<file path="src/rtl/snitch_pkg.sv">
// Shared type definitions for the Snitch stream-control blocks.
package snitch_pkg;

  typedef enum logic [1:0] {
    StIdle = 2'd0,
    StRun  = 2'd1,
    StDone = 2'd2
  } streamctl_state_e;

endpackage

</file>
<file path="src/rtl/snitch_streamctl_gen.sv">
// Loop token generator: issues one token per instruction of each iteration,
// gated by SSR operand credits, and closes every loop with a done token.
module snitch_streamctl_gen
  import snitch_pkg::*;
#(
  parameter int unsigned CntWidth    = 32,
  parameter int unsigned BodyWidth   = 5,
  parameter int unsigned CreditWidth = 4
) (
  input  logic                 clk_i,
  input  logic                 rst_ni,
  input  logic                 cfg_valid_i,
  output logic                 cfg_ready_o,
  input  logic [CntWidth-1:0]  cfg_num_iter_i,
  input  logic [BodyWidth-1:0] cfg_body_len_i,
  input  logic                 avail_valid_i,
  output logic                 avail_ready_o,
  input  logic                 abort_i,
  output logic                 streamctl_valid_o,
  output logic                 streamctl_done_o,
  input  logic                 streamctl_ready_i,
  output logic                 busy_o
);

  localparam logic [CreditWidth-1:0] CreditMax = '1;

  streamctl_state_e       state_q, state_d;
  logic [CreditWidth-1:0] credit_q, credit_d;
  logic [CntWidth-1:0]    iter_q, iter_d;
  logic [BodyWidth-1:0]   inst_q, inst_d;
  logic                   abort_q, abort_d;
  logic [CntWidth-1:0]    num_q, num_d;
  logic [BodyWidth-1:0]   len_q, len_d;

  logic cfg_hs, tok_hs, run_hs, avail_hs;
  logic last_inst, last_iter, cred_dec, abort_eff;

  // Outputs depend on registered state only (plus the credit decrement for
  // avail_ready_o), so ready never feeds back into valid.
  always_comb begin
    cfg_ready_o       = (state_q == StIdle);
    busy_o            = (state_q != StIdle);
    streamctl_valid_o = 1'b0;
    streamctl_done_o  = 1'b0;
    unique case (state_q)
      StRun:   streamctl_valid_o = (credit_q != '0);
      StDone: begin
        streamctl_valid_o = 1'b1;
        streamctl_done_o  = 1'b1;
      end
      default: ;
    endcase
  end

  assign cfg_hs        = cfg_valid_i & cfg_ready_o;
  assign tok_hs        = streamctl_valid_o & streamctl_ready_i;
  assign run_hs        = (state_q == StRun) & tok_hs;
  assign last_inst     = (inst_q == len_q - BodyWidth'(1));
  assign last_iter     = (iter_q == num_q - CntWidth'(1));
  assign cred_dec      = run_hs & last_inst;
  assign avail_ready_o = (credit_q != CreditMax) | cred_dec;
  assign avail_hs      = avail_valid_i & avail_ready_o;
  // A same-cycle abort counts too, so abort right after a token stops after
  // at most the token currently on offer.
  assign abort_eff     = abort_q | abort_i;

  always_comb begin
    state_d  = state_q;
    iter_d   = iter_q;
    inst_d   = inst_q;
    abort_d  = abort_q;
    num_d    = num_q;
    len_d    = len_q;
    credit_d = credit_q;

    unique case ({avail_hs, cred_dec})
      2'b10:   credit_d = credit_q + CreditWidth'(1);
      2'b01:   credit_d = credit_q - CreditWidth'(1);
      default: ;
    endcase

    unique case (state_q)
      StIdle: begin
        if (cfg_hs) begin
          num_d   = cfg_num_iter_i;
          len_d   = (cfg_body_len_i == '0) ? BodyWidth'(1) : cfg_body_len_i;
          state_d = (cfg_num_iter_i == '0) ? StDone : StRun;
        end
      end
      StRun: begin
        if (abort_i) abort_d = 1'b1;
        if (run_hs) begin
          if (last_inst) begin
            inst_d = '0;
            iter_d = iter_q + CntWidth'(1);
          end else begin
            inst_d = inst_q + BodyWidth'(1);
          end
          if ((last_inst && last_iter) || abort_eff) state_d = StDone;
        end else if (!streamctl_valid_o && abort_eff) begin
          state_d = StDone;
        end
      end
      StDone: begin
        if (tok_hs) begin
          state_d  = StIdle;
          credit_d = '0;
          iter_d   = '0;
          inst_d   = '0;
          abort_d  = 1'b0;
        end
      end
      default: state_d = StIdle;
    endcase
  end

  always_ff @(posedge clk_i or negedge rst_ni) begin
    if (!rst_ni) begin
      state_q  <= StIdle;
      credit_q <= '0;
      iter_q   <= '0;
      inst_q   <= '0;
      abort_q  <= 1'b0;
      num_q    <= '0;
      len_q    <= '0;
    end else begin
      state_q  <= state_d;
      credit_q <= credit_d;
      iter_q   <= iter_d;
      inst_q   <= inst_d;
      abort_q  <= abort_d;
      num_q    <= num_d;
      len_q    <= len_d;
    end
  end

endmodule

</file>
<file path="config.mk">
export PLATFORM = sky130hd
export DESIGN_NAME = snitch_streamctl_gen
export DESIGN_NICKNAME = d
export VERILOG_FILES = /design/src/rtl/snitch_pkg.sv /design/src/rtl/snitch_streamctl_gen.sv
export SDC_FILE = /design/constraint.sdc
export NUM_CORES = 1
export LEC_CHECK = 0
export CAP_MARGIN = 20
export CORE_UTILIZATION = 23
export DETAILED_ROUTE_END_ITERATION = 8
export MAX_ROUTING_LAYER = met4
export PLACE_DENSITY = 0.44
export SLEW_MARGIN = 20
export SYNTH_ARGS = -nofsm -noshare
export SYNTH_HDL_FRONTEND = slang
export SYNTH_SLANG_ARGS = --single-unit
export TNS_END_PERCENT = 20
</file>
<file path="constraint.sdc">
create_clock -name clk_i -period 7.4 [get_ports clk_i]
set_input_delay 1.11 -clock clk_i [delete_from_list [all_inputs] [get_ports clk_i]]
set_output_delay 1.11 -clock clk_i [all_outputs]
set_load 0.005 [all_outputs]
</file>
Yosys cells after proc, flatten, opt, wreduce, memory -nomap -nowiden --
Index checks and enable logic that the tools add are counted. Widths: inputs -> output; s select.
Word-level totals: flip-flop bits (word level) 81, input bits 43, output and inout port bits 5, word-level logic and storage cells 73
Operators by class: add/sub/neg operators 6, equal/unequal tests 14, muxes and demuxes 24, bitwise operators 7, reductions and logical operators 15
Operators by type and width (count):
- $mux 32 | 3
- $pmux 32 s2 | 1
- $add 32x1->32 const B | 1
- $eq 32x32->1 | 1
- $logic_not 32->1 | 1
- $sub 32x1->32 const B | 1
- $mux 5 | 4
- $mux 2 | 6
- $pmux 5 s2 | 1
- $mux 4 | 2
- $ne 2x2->1 const B | 4
- $pmux 4 s2 | 1
- $reduce_and 4->1 | 2
- $ne 3x2->1 const B | 2
- $pmux 2 s3 | 1
- $reduce_and 3->1 | 2
- $add 5x1->5 const B | 1
- $and 1x1->1 | 5
- $eq 5x5->1 | 1
- $logic_not 5->1 | 1
- $sub 5x1->5 const B | 1
- $add 4x1->4 const B | 1
- $eq 2x1->1 const B | 2
- $eq 2x2->1 const B | 2
- other kinds (13) | 19

Logic depth before layout (Yosys ltp) --
Gate-level depths: netlist of run 1.
depth in word-level cells 11, depth in mapped cells 14, gate-level depth less buffers 13

Least setup slack after synthesis of run 1 --
No wires, ideal clock.
kind reg2reg, from reg len_q[0], to reg credit_q[3], library setup time 0.121 ns, arrival time 2.911 ns, data required time 7.279 ns, setup slack 4.368 ns, stages on the path, launching flop included 14, buffers on the path 0, clock period less this slack 3.032 ns, path through dfrtp_1 inv_1 ha_1 nor2b_1 or3_1 a311oi_2 nand3_1 nor2_1 ha_1 a21o_1 a21oi_1 mux2i_1 xor2_1 nor2_1
On the way: cells in the longest elaborated chain, start to end 9, elaborated cells between the ends (all ways) 10, those cells by class 1 x add/sub; 3 x eq/ne; 3 x mux; 3 x bitwise
RTL lines:
- start: declaration | RTL line snitch_streamctl_gen.sv:33 | logic [BodyWidth-1:0] len_q, len_d;
- start signal: assignment | RTL line snitch_streamctl_gen.sv:133 | len_q <= len_d;
- $sub 5x1->5 (*) | RTL line snitch_streamctl_gen.sv:58 | assign last_inst = (inst_q == len_q - BodyWidth'(1));
- $eq 5x5->1 (*) | RTL line snitch_streamctl_gen.sv:58
- $and 1x1->1 (*) | RTL line snitch_streamctl_gen.sv:60 | assign cred_dec = run_hs & last_inst;
- $or 1x1->1 | RTL line snitch_streamctl_gen.sv:61 | assign avail_ready_o = (credit_q != CreditMax) | cred_dec;
- $and 1x1->1 | RTL line snitch_streamctl_gen.sv:62 | assign avail_hs = avail_valid_i & avail_ready_o;
- $eq 2x1->1 / $eq 2x2->1 (equally long branches) | RTL line snitch_streamctl_gen.sv:76 | unique case ({avail_hs, cred_dec})
- $pmux 4 s2 (*) | RTL line snitch_streamctl_gen.sv:76
- $mux 4 | RTL line snitch_streamctl_gen.sv:105 | if (tok_hs) begin
- $mux 4 (*) | RTL line snitch_streamctl_gen.sv:82 | unique case (state_q)
- named net credit_d[3] | RTL line snitch_streamctl_gen.sv:28 | logic [CreditWidth-1:0] credit_q, credit_d;
- end signal: assignment | RTL line snitch_streamctl_gen.sv:128 | credit_q <= credit_d;
- end: declaration | RTL line snitch_streamctl_gen.sv:28
The timed path passes the listed nets; every way through them passes the cells marked *. A chain may end at the register's enable or synchronous reset.

Final worst setup path of run 1 --
from reg len_q[0], to out avail_ready_o
On the way: cells in the longest elaborated chain, start to end 4
RTL lines:
- $sub 5x1->5 | RTL line snitch_streamctl_gen.sv:58
- $eq 5x5->1 | RTL line snitch_streamctl_gen.sv:58
- $and 1x1->1 | RTL line snitch_streamctl_gen.sv:60
- $or 1x1->1 | RTL line snitch_streamctl_gen.sv:61
- end: declaration | RTL line snitch_streamctl_gen.sv:17 | output logic avail_ready_o,
No other way between the ends.

==> run_results.csv, run 1 <==
group,metric,value,unit
sta,finalCritPeriodShare,0.546,
job,max_cap_violations,0,
logic_synthesis,synth.largest_area_cell,"dfrtp_1",
detailed_routing,drt-wirelength-per-cell,16.1,µm
sta,timing.final.max_slew_violations,0,
pwr,comb_power_share,0.373,
layout,fraction_of_layout_cells_with_a_size_suffix_above_1,0.120,
layout,antennaDiodeCount,0,
logic_synthesis,ys_top_cells_by_count,"dfrtp_1 (81), nor2_1 (54), xnor2_1 (43)",
logic_synthesis,synthFlopType,"dfrtp_1",
detailed_routing,postRouteWirelength,14000,µm
pwr,totalPowerFinal,0.00218,W
worst_setup_path,setup.worst_path.start,"len_q[0]$_DFFE_PN0P_",
logic_synthesis,netlist_area,5200,µm²
clocking,tritoncts,"yes",
logic_synthesis,synth_most_common_cell,"dfrtp_1",
clocking,ctsRootBufferMaster,"clkbuf_16",
die,fp-row-count,54,
worst_setup_path,setup.reg_to_reg.worst_slack,3.90,ns
status,run_status,"finished, violations left",
logic_synthesis,synth_seq_area_share,0.390,
min_path,whs_endpoint,"inst_q[4]$_DFFE_PN0P_",
layout,syn2layout_area_growth,21.4,%
sta,clock-skew-final,0.00848,ns
logic_synthesis,cell_types_with_the_largest_area_share_after_synthesis,"dfrtp_1 (39%), mux2_2 (8.0%), xnor2_1 (7.2%), xor2_1 (5.4%), nor2_1 (3.9%)",
worst_setup_path,worst-setup-path-type,"register to primary output",
die,chipWidth,152,µm
worst_setup_path,endpoint_kind,"primary output",
detailed_routing,drt_drc_violations_left,4,
layout,fin_nets,640,
worst_setup_path,critPathArrivalTime,2.93,ns
placement,post-place-cells,856,
logic_synthesis,syn_nets,599,
grt,grt-ovfl-total,0,
die,fp.coreArea,22000,µm²
clocking,cts_post_setup_buffers_inserted,0,
worst_setup_path,worst_r2r_endpoint,"credit_q[3]$_DFF_PN0_",
die,boundary_pins,48,
min_path,holdCritStartpoint,"inst_q[4]$_DFFE_PN0P_",
min_path,holdCritPathClass,"register to register",
worst_setup_path,worst_r2r_path_depth,13,
pwr,vdd.ir_drop.worst,0.110,mV
sta,max_freq,247,MHz
die,die_height,152,µm
detailed_routing,drt-vias-per-instance,4.87,
logic_synthesis,ys.warnings.count,0,
status,failed_checks,"DRC",
logic_synthesis,synth_cells,546,
sta,setup_viol_count_final,0,
detailed_routing,dr_total_vias,4249,
grt,grt_start_max_net_pins,44,
grt,grt_pass1_vias,4391,
worst_setup_path,maximum_fanout_along_the_worst_path,8,
pwr,power.leakage,2.39,nW
logic_synthesis,synthArstFlopShare,1.00,
clocking,clk_transition_reported_paths,0.06,ns
clocking,tritoncts_num_sinks,81,
detailed_routing,antenna_left,0,
detailed_routing,drt_iter0_markers,196,
logic_synthesis,synthesis.area_per_instance,9.53,µm²
clocking,cts_repair_resize_count,0,
placement,finalWeightedCongestion,0.819,
worst_setup_path,crit_path_start_kind,"register",
layout,post_layout_nonfiller_instances,872,
pwr,power_frac_seq,0.377,
logic_synthesis,ys_types,66,
grt,global_route_wire_length_before_repair,23200,µm
placement,port-buffer-count,47,
sta,layout_min_cycle_time,4.04,ns
sta,number_of_hold_violations_in_the_final_report,0,
logic_synthesis,synth-seq-cells,81,
pwr,pd_cells,346,nW/µm²
pwr,sw_frac_of_total,0.376,
sta,worst_pin_slew,0.893,ns
logic_synthesis,synth_edf_count,0,
layout,fill_cells,2292,
clocking,cts.htree.levels,3,
placement,detailed_place_hpwl,10500,µm
min_path,whs_path_depth,1,
clocking,worst_skew_pair_latency,0.34,ns
sta,max-slew-margin-rel,0.399,
die,start_util,0.236,
clocking,cts_made_buffers,9,
grt,number_of_antenna_violations_at_the_first_check_in_global_routing,0,
pwr,power.clock.fraction,0.250,
pwr,p_sw,0.000821,W
pwr,power_report.internal_total,0.00136,W
worst_setup_path,timing.critical_path.required,6.29,ns
sta,grt_setup_unrepaired,"no",
clocking,clockBufferDepth,2,
logic_synthesis,synth.top_cell.area_share,0.390,
die,dieArea,23200,µm²
worst_setup_path,regToRegStartpoint,"len_q[0]$_DFFE_PN0P_",
detailed_routing,dr.pass1.iters,6,
sta,setup_tns,0,ns
clocking,hold_buffers,0,
grt,grt_use_total,0.132,
[critical path, stage by stage (launching register included)]
cell             delay [ns]
dfrtp_1                0.38
inv_1                  0.07
ha_1                   0.23
nor2b_1                0.13
or3_1                  0.36
a311oi_2               0.63
nand3_1                0.19
nand2b_1               0.11
clkdlybuf4s50_1        0.50
[metrics by stage]
step	cell area, µm²	util	setup WS (ns)	hold WS, ns
after floorplan	5200	-	4.37	0.466
after global placement	5960	0.270	3.59	0.518
after detailed placement	5960	0.270	3.57	0.499
after CTS	6320	0.287	3.32	0.517
after global routing	6320	0.287	3.18	0.542
final	6320	0.287	3.36	0.507
[logic make-up (layout without fill, tap and decap cells)]
group                      after synthesis  after routing  synth area share
DFF                                     81             81             0.390
and+or+nand+nor                        235            235             0.249
buffers and inverters                   33             79            0.0274
adders and majority gates               10             10            0.0255
muxes                                   39             39            0.0839
AOI/OAI and AO/OA                       73             73            0.0984
xor gates and xnor gates                75             75             0.126
[registers in the layout (all words and copies together) (netlist names)]
name,cells
state_q,2
inst_q,5
len_q,5
num_q,32
iter_q,32
abort_q,1
credit_q,4
[worst max-delay path by stage]
stage,cells after the start,slack (ns),endpoint
final,8,3.36,avail_ready_o
after global routing,8,3.18,avail_ready_o
after CTS,8,3.32,avail_ready_o
after detailed placement,5,3.57,avail_ready_o
after global placement,5,3.59,avail_ready_o
after floorplan,13,4.37,credit_q[3]$_DFF_PN0_
[layout by cell type (no fill, tap or decap), types with 5 or more instances in the layout]
| cell type | n |
|---|---|
| buf_4 | 5 |
| nand4_1 | 16 |
| xor2_1 | 32 |
| clkbuf_16 | 9 |
| nor3_1 | 24 |
| dfrtp_1 | 81 |
| nand3b_1 | 6 |
| nand2b_1 | 7 |
| nor2_1 | 54 |
| a21oi_1 | 13 |
| inv_1 | 12 |
| or3_1 | 9 |
| clkdlybuf4s50_1 | 46 |
| nand2_1 | 36 |
| and3_1 | 8 |
| xnor2_1 | 43 |
| mux2_2 | 37 |
| nor4_1 | 19 |
| nand3_1 | 22 |
| o211ai_1 | 7 |
| o21ai_0 | 19 |
| ha_1 | 9 |
[metal layers]
metal | track usage | vias up | wire, µm
met2 | 0.204 | 90 | 6380
met5 | - | - | 0
li1 | - | 2065 | -
met1 | 0.167 | 2075 | 6620
met3 | 0.0344 | 19 | 727
met4 | 0.0408 | 0 | 280
[power groups by stage]
stage	Combinational, W	Sequential (W)	Clock, W
3_3_place_gp	0.000799	0.000827	0
4_1_cts	0.000823	0.000827	0.000563
6_report	0.000814	0.000824	0.000545
3_5_place_dp	0.000816	0.000835	0
5_1_grt	0.000915	0.000857	0.000578
2_1_floorplan	0.000678	0.000717	0
[cell type report]
type,instances,area [µm²],share of cell area
clock buffer,11,233,0.0368
clock inverter,5,128,0.0202
inverter,12,45.0,0.00713
multi-input combinational,432,3040,0.481
sequential,81,2030,0.321
tap,280,350,0.0555
timing repair buffer,51,498,0.0788
Note: power is estimated with default switching activity, not from simulation.
==> inputs of run 2 (changes only) <==
==> constraint.sdc (replaced) <==
create_clock -name clk_i -period 3.76 [get_ports clk_i]
set_input_delay 0.564 -clock clk_i [delete_from_list [all_inputs] [get_ports clk_i]]
set_output_delay 0.564 -clock clk_i [all_outputs]
set_load 0.005 [all_outputs]
==> run 2 against run 1 <==
Compared with the run above:
- the run still ends with DRC left
- die area stayed put
- clock power up 76%
- sequential share of layout area about the same
- critical path depth stayed put
- count of clock-buffer cells in the layout grew 1
- global-route usage about the same
- worst setup slack got worse by 2.8 ns
- register-to-register slack lost 3.4 ns
- first-iteration DRC count grew 4.1%
- critical path type unchanged
==> run_results.csv, run 2 (synthesis gave the netlist of run 1 again) <==
group,metric,value,unit
status,run_status,"finished, violations left",
status,failed_checks,"DRC",
layout,final_common_cell,"dfrtp_1",
grt,global_route_wire_length_before_repair,23400,µm
layout,syn2layout_area_growth,21.3,%
placement,port-buffer-count,47,
grt,grt_start_max_net_pins,62,
detailed_routing,drt_iter0_markers,204,
layout,layout_top_registers,"iter_q x32, num_q x32",
clocking,cts_post_setup_buffers_inserted,0,
placement,finalWeightedCongestion,0.854,
placement,post-place-cells,860,
placement,detailed_place_hpwl,10700,µm
layout,antennaDiodeCount,0,
clocking,worst_skew_pair_latency,0.35,ns
worst_setup_path,critPathArrivalTime,2.68,ns
worst_setup_path,timing.critical_path.required,3.20,ns
layout,mostFrequentLayoutCells,"dfrtp_1 (81), nor2_1 (54), clkdlybuf4s50_1 (46)",
worst_setup_path,maximum_fanout_along_the_worst_path,7,
detailed_routing,drt-wirelength-per-cell,16.1,µm
layout,post_layout_nonfiller_instances,875,
sta,number_of_hold_violations_in_the_final_report,0,
layout,fraction_of_layout_cells_with_a_size_suffix_above_1,0.124,
layout,fin_nets,644,
die,fp-row-count,54,
clocking,cts.htree.levels,3,
worst_setup_path,critPathSlowestCell,"clkdlybuf4s50_1",
detailed_routing,dr_total_vias,4283,
worst_setup_path,path_cells,"inv_1 -> ha_1 -> o41a_1 -> o21a_1 -> and2_0 -> nand3_1 -> nand2b_1 -> clkdlybuf4s50_1",
sta,clock-skew-final,0.0113,ns
min_path,holdCritPathClass,"primary input to asynchronous set/reset pin",
pwr,vdd.ir_drop.worst,0.208,mV
clocking,tritoncts,"yes",
die,chipWidth,152,µm
clocking,ctsRootBufferMaster,"clkbuf_16",
grt,number_of_antenna_violations_at_the_first_check_in_global_routing,0,
detailed_routing,drt_drc_violations_left,4,
sta,grt_setup_unrepaired,"no",
sta,max_freq,308,MHz
worst_setup_path,worst-setup-path-type,"register to primary output",
detailed_routing,drt-vias-per-instance,4.89,
grt,grt_use_total,0.132,
detailed_routing,antenna_left,0,
sta,timing.final.max_slew_violations,0,
sta,max-slew-margin-rel,0.329,
worst_setup_path,endpoint_kind,"primary output",
sta,setup_viol_count_final,0,
clocking,clk_transition_reported_paths,0.07,ns
clocking,cts_repair_resize_count,0,
die,start_util,0.236,
clocking,clockBufferDepth,2,
sta,finalCritPeriodShare,0.864,
detailed_routing,dr.pass1.iters,7,
clocking,hold_buffers,0,
sta,worst_pin_slew,0.997,ns
grt,grt_pass1_vias,4372,
clocking,tritoncts_num_sinks,81,
job,max_cap_violations,0,
clocking,cts_made_buffers,9,
sta,setup_tns,0,ns
pwr,pd_cells,667,nW/µm²
sta,layout_min_cycle_time,3.25,ns
grt,grt-ovfl-total,0,
detailed_routing,postRouteWirelength,14100,µm
die,die_height,152,µm
worst_setup_path,crit_path_start_kind,"register",
worst_setup_path,slowest_delay,0.51,ns
pwr,power.leakage,2.40,nW
die,dieArea,23200,µm²
die,boundary_pins,48,
die,fp.coreArea,22000,µm²
## run 2: final timing paths
check,to,startpoint,slack [ns],depth (start not counted)
hold reg to reg,inst_q[4]$_DFFE_PN0P_,inst_q[4]$_DFFE_PN0P_,0.53,1
min in group clk_i,inst_q[4]$_DFFE_PN0P_,inst_q[4]$_DFFE_PN0P_,0.53,1
hold / removal,iter_q[4]$_DFFE_PN0P_,rst_ni,0.30,1
setup reg to reg,credit_q[3]$_DFF_PN0_,len_q[0]$_DFFE_PN0P_,0.53,14
setup / recovery,avail_ready_o,state_q[1]$_DFFE_PN0P_,0.51,8
max in group asynchronous,num_q[30]$_DFFE_PN0P_,rst_ni,2.65,2
## run 2: report_power, final
part / total, W / switching [W] / leakage [nW] / internal, W
combinational: 0.00162 / 0.000781 / 1.23 / 0.000843
sequential: 0.00163 / 0.000481 / 1.02 / 0.00115
clock: 0.000959 / 0.000363 / 0.153 / 0.000596
total: 0.00421 / 0.00163 / 2.40 / 0.00258
## run 2: routing by layer
layer / global-route usage / part of all wire / vias up
li1: - / - / 2073
met4: 0.0520 / 0.018 / 0
met5: - / 0 / -
met3: 0.0228 / 0.035 / 16
met1: 0.170 / 0.49 / 2116
met2: 0.205 / 0.46 / 78
## run 2: metrics by stage
stage | hold slack [ns] | util | cell area [µm²] | setup WS, ns | total power (W)
2_1_floorplan | 0.268 | - | 5200 | 0.728 | 0.00275
3_3_place_gp | 0.511 | 0.272 | 6000 | 0.643 | 0.00322
3_5_place_dp | 0.504 | 0.272 | 6000 | 0.543 | 0.00327
5_1_grt | 0.386 | 0.286 | 6310 | 0.211 | 0.00452
4_1_cts | 0.339 | 0.286 | 6310 | 0.483 | 0.00425
6_report | 0.301 | 0.286 | 6310 | 0.511 | 0.00421
## run 2: final cells by class
class / instances / area (µm²)
Clock buffer: 12 / 246
Clock inverter: 3 / 65.1
Fill cell: 2321 / 15700
Inverter: 12 / 45.0
Multi-Input combinational cell: 432 / 3040
Sequential cell: 81 / 2030
Tap cell: 280 / 350
Timing Repair Buffer: 55 / 541
## run 2: critical path, delay by kind of cell (launching register included)
kind            cells  cell delay [ns]
simple gates        3             0.64
buf+inv             2             0.61
flops               1             0.43
compound gates      2             0.37
fa+ha+maj           1             0.29
==> inputs of run 3 (changes only) <==
--- a/config.mk
+++ b/config.mk
@@ -10,7 +10,6 @@
 export DETAILED_ROUTE_END_ITERATION = 8
 export MAX_ROUTING_LAYER = met4
 export PLACE_DENSITY = 0.44
-export SLEW_MARGIN = 20
 export SYNTH_ARGS = -nofsm -noshare
 export SYNTH_HDL_FRONTEND = slang
 export SYNTH_SLANG_ARGS = --single-unit
==> results of run 3 <==
No change in the layout: final DEF, timing and power equal those of run 2.
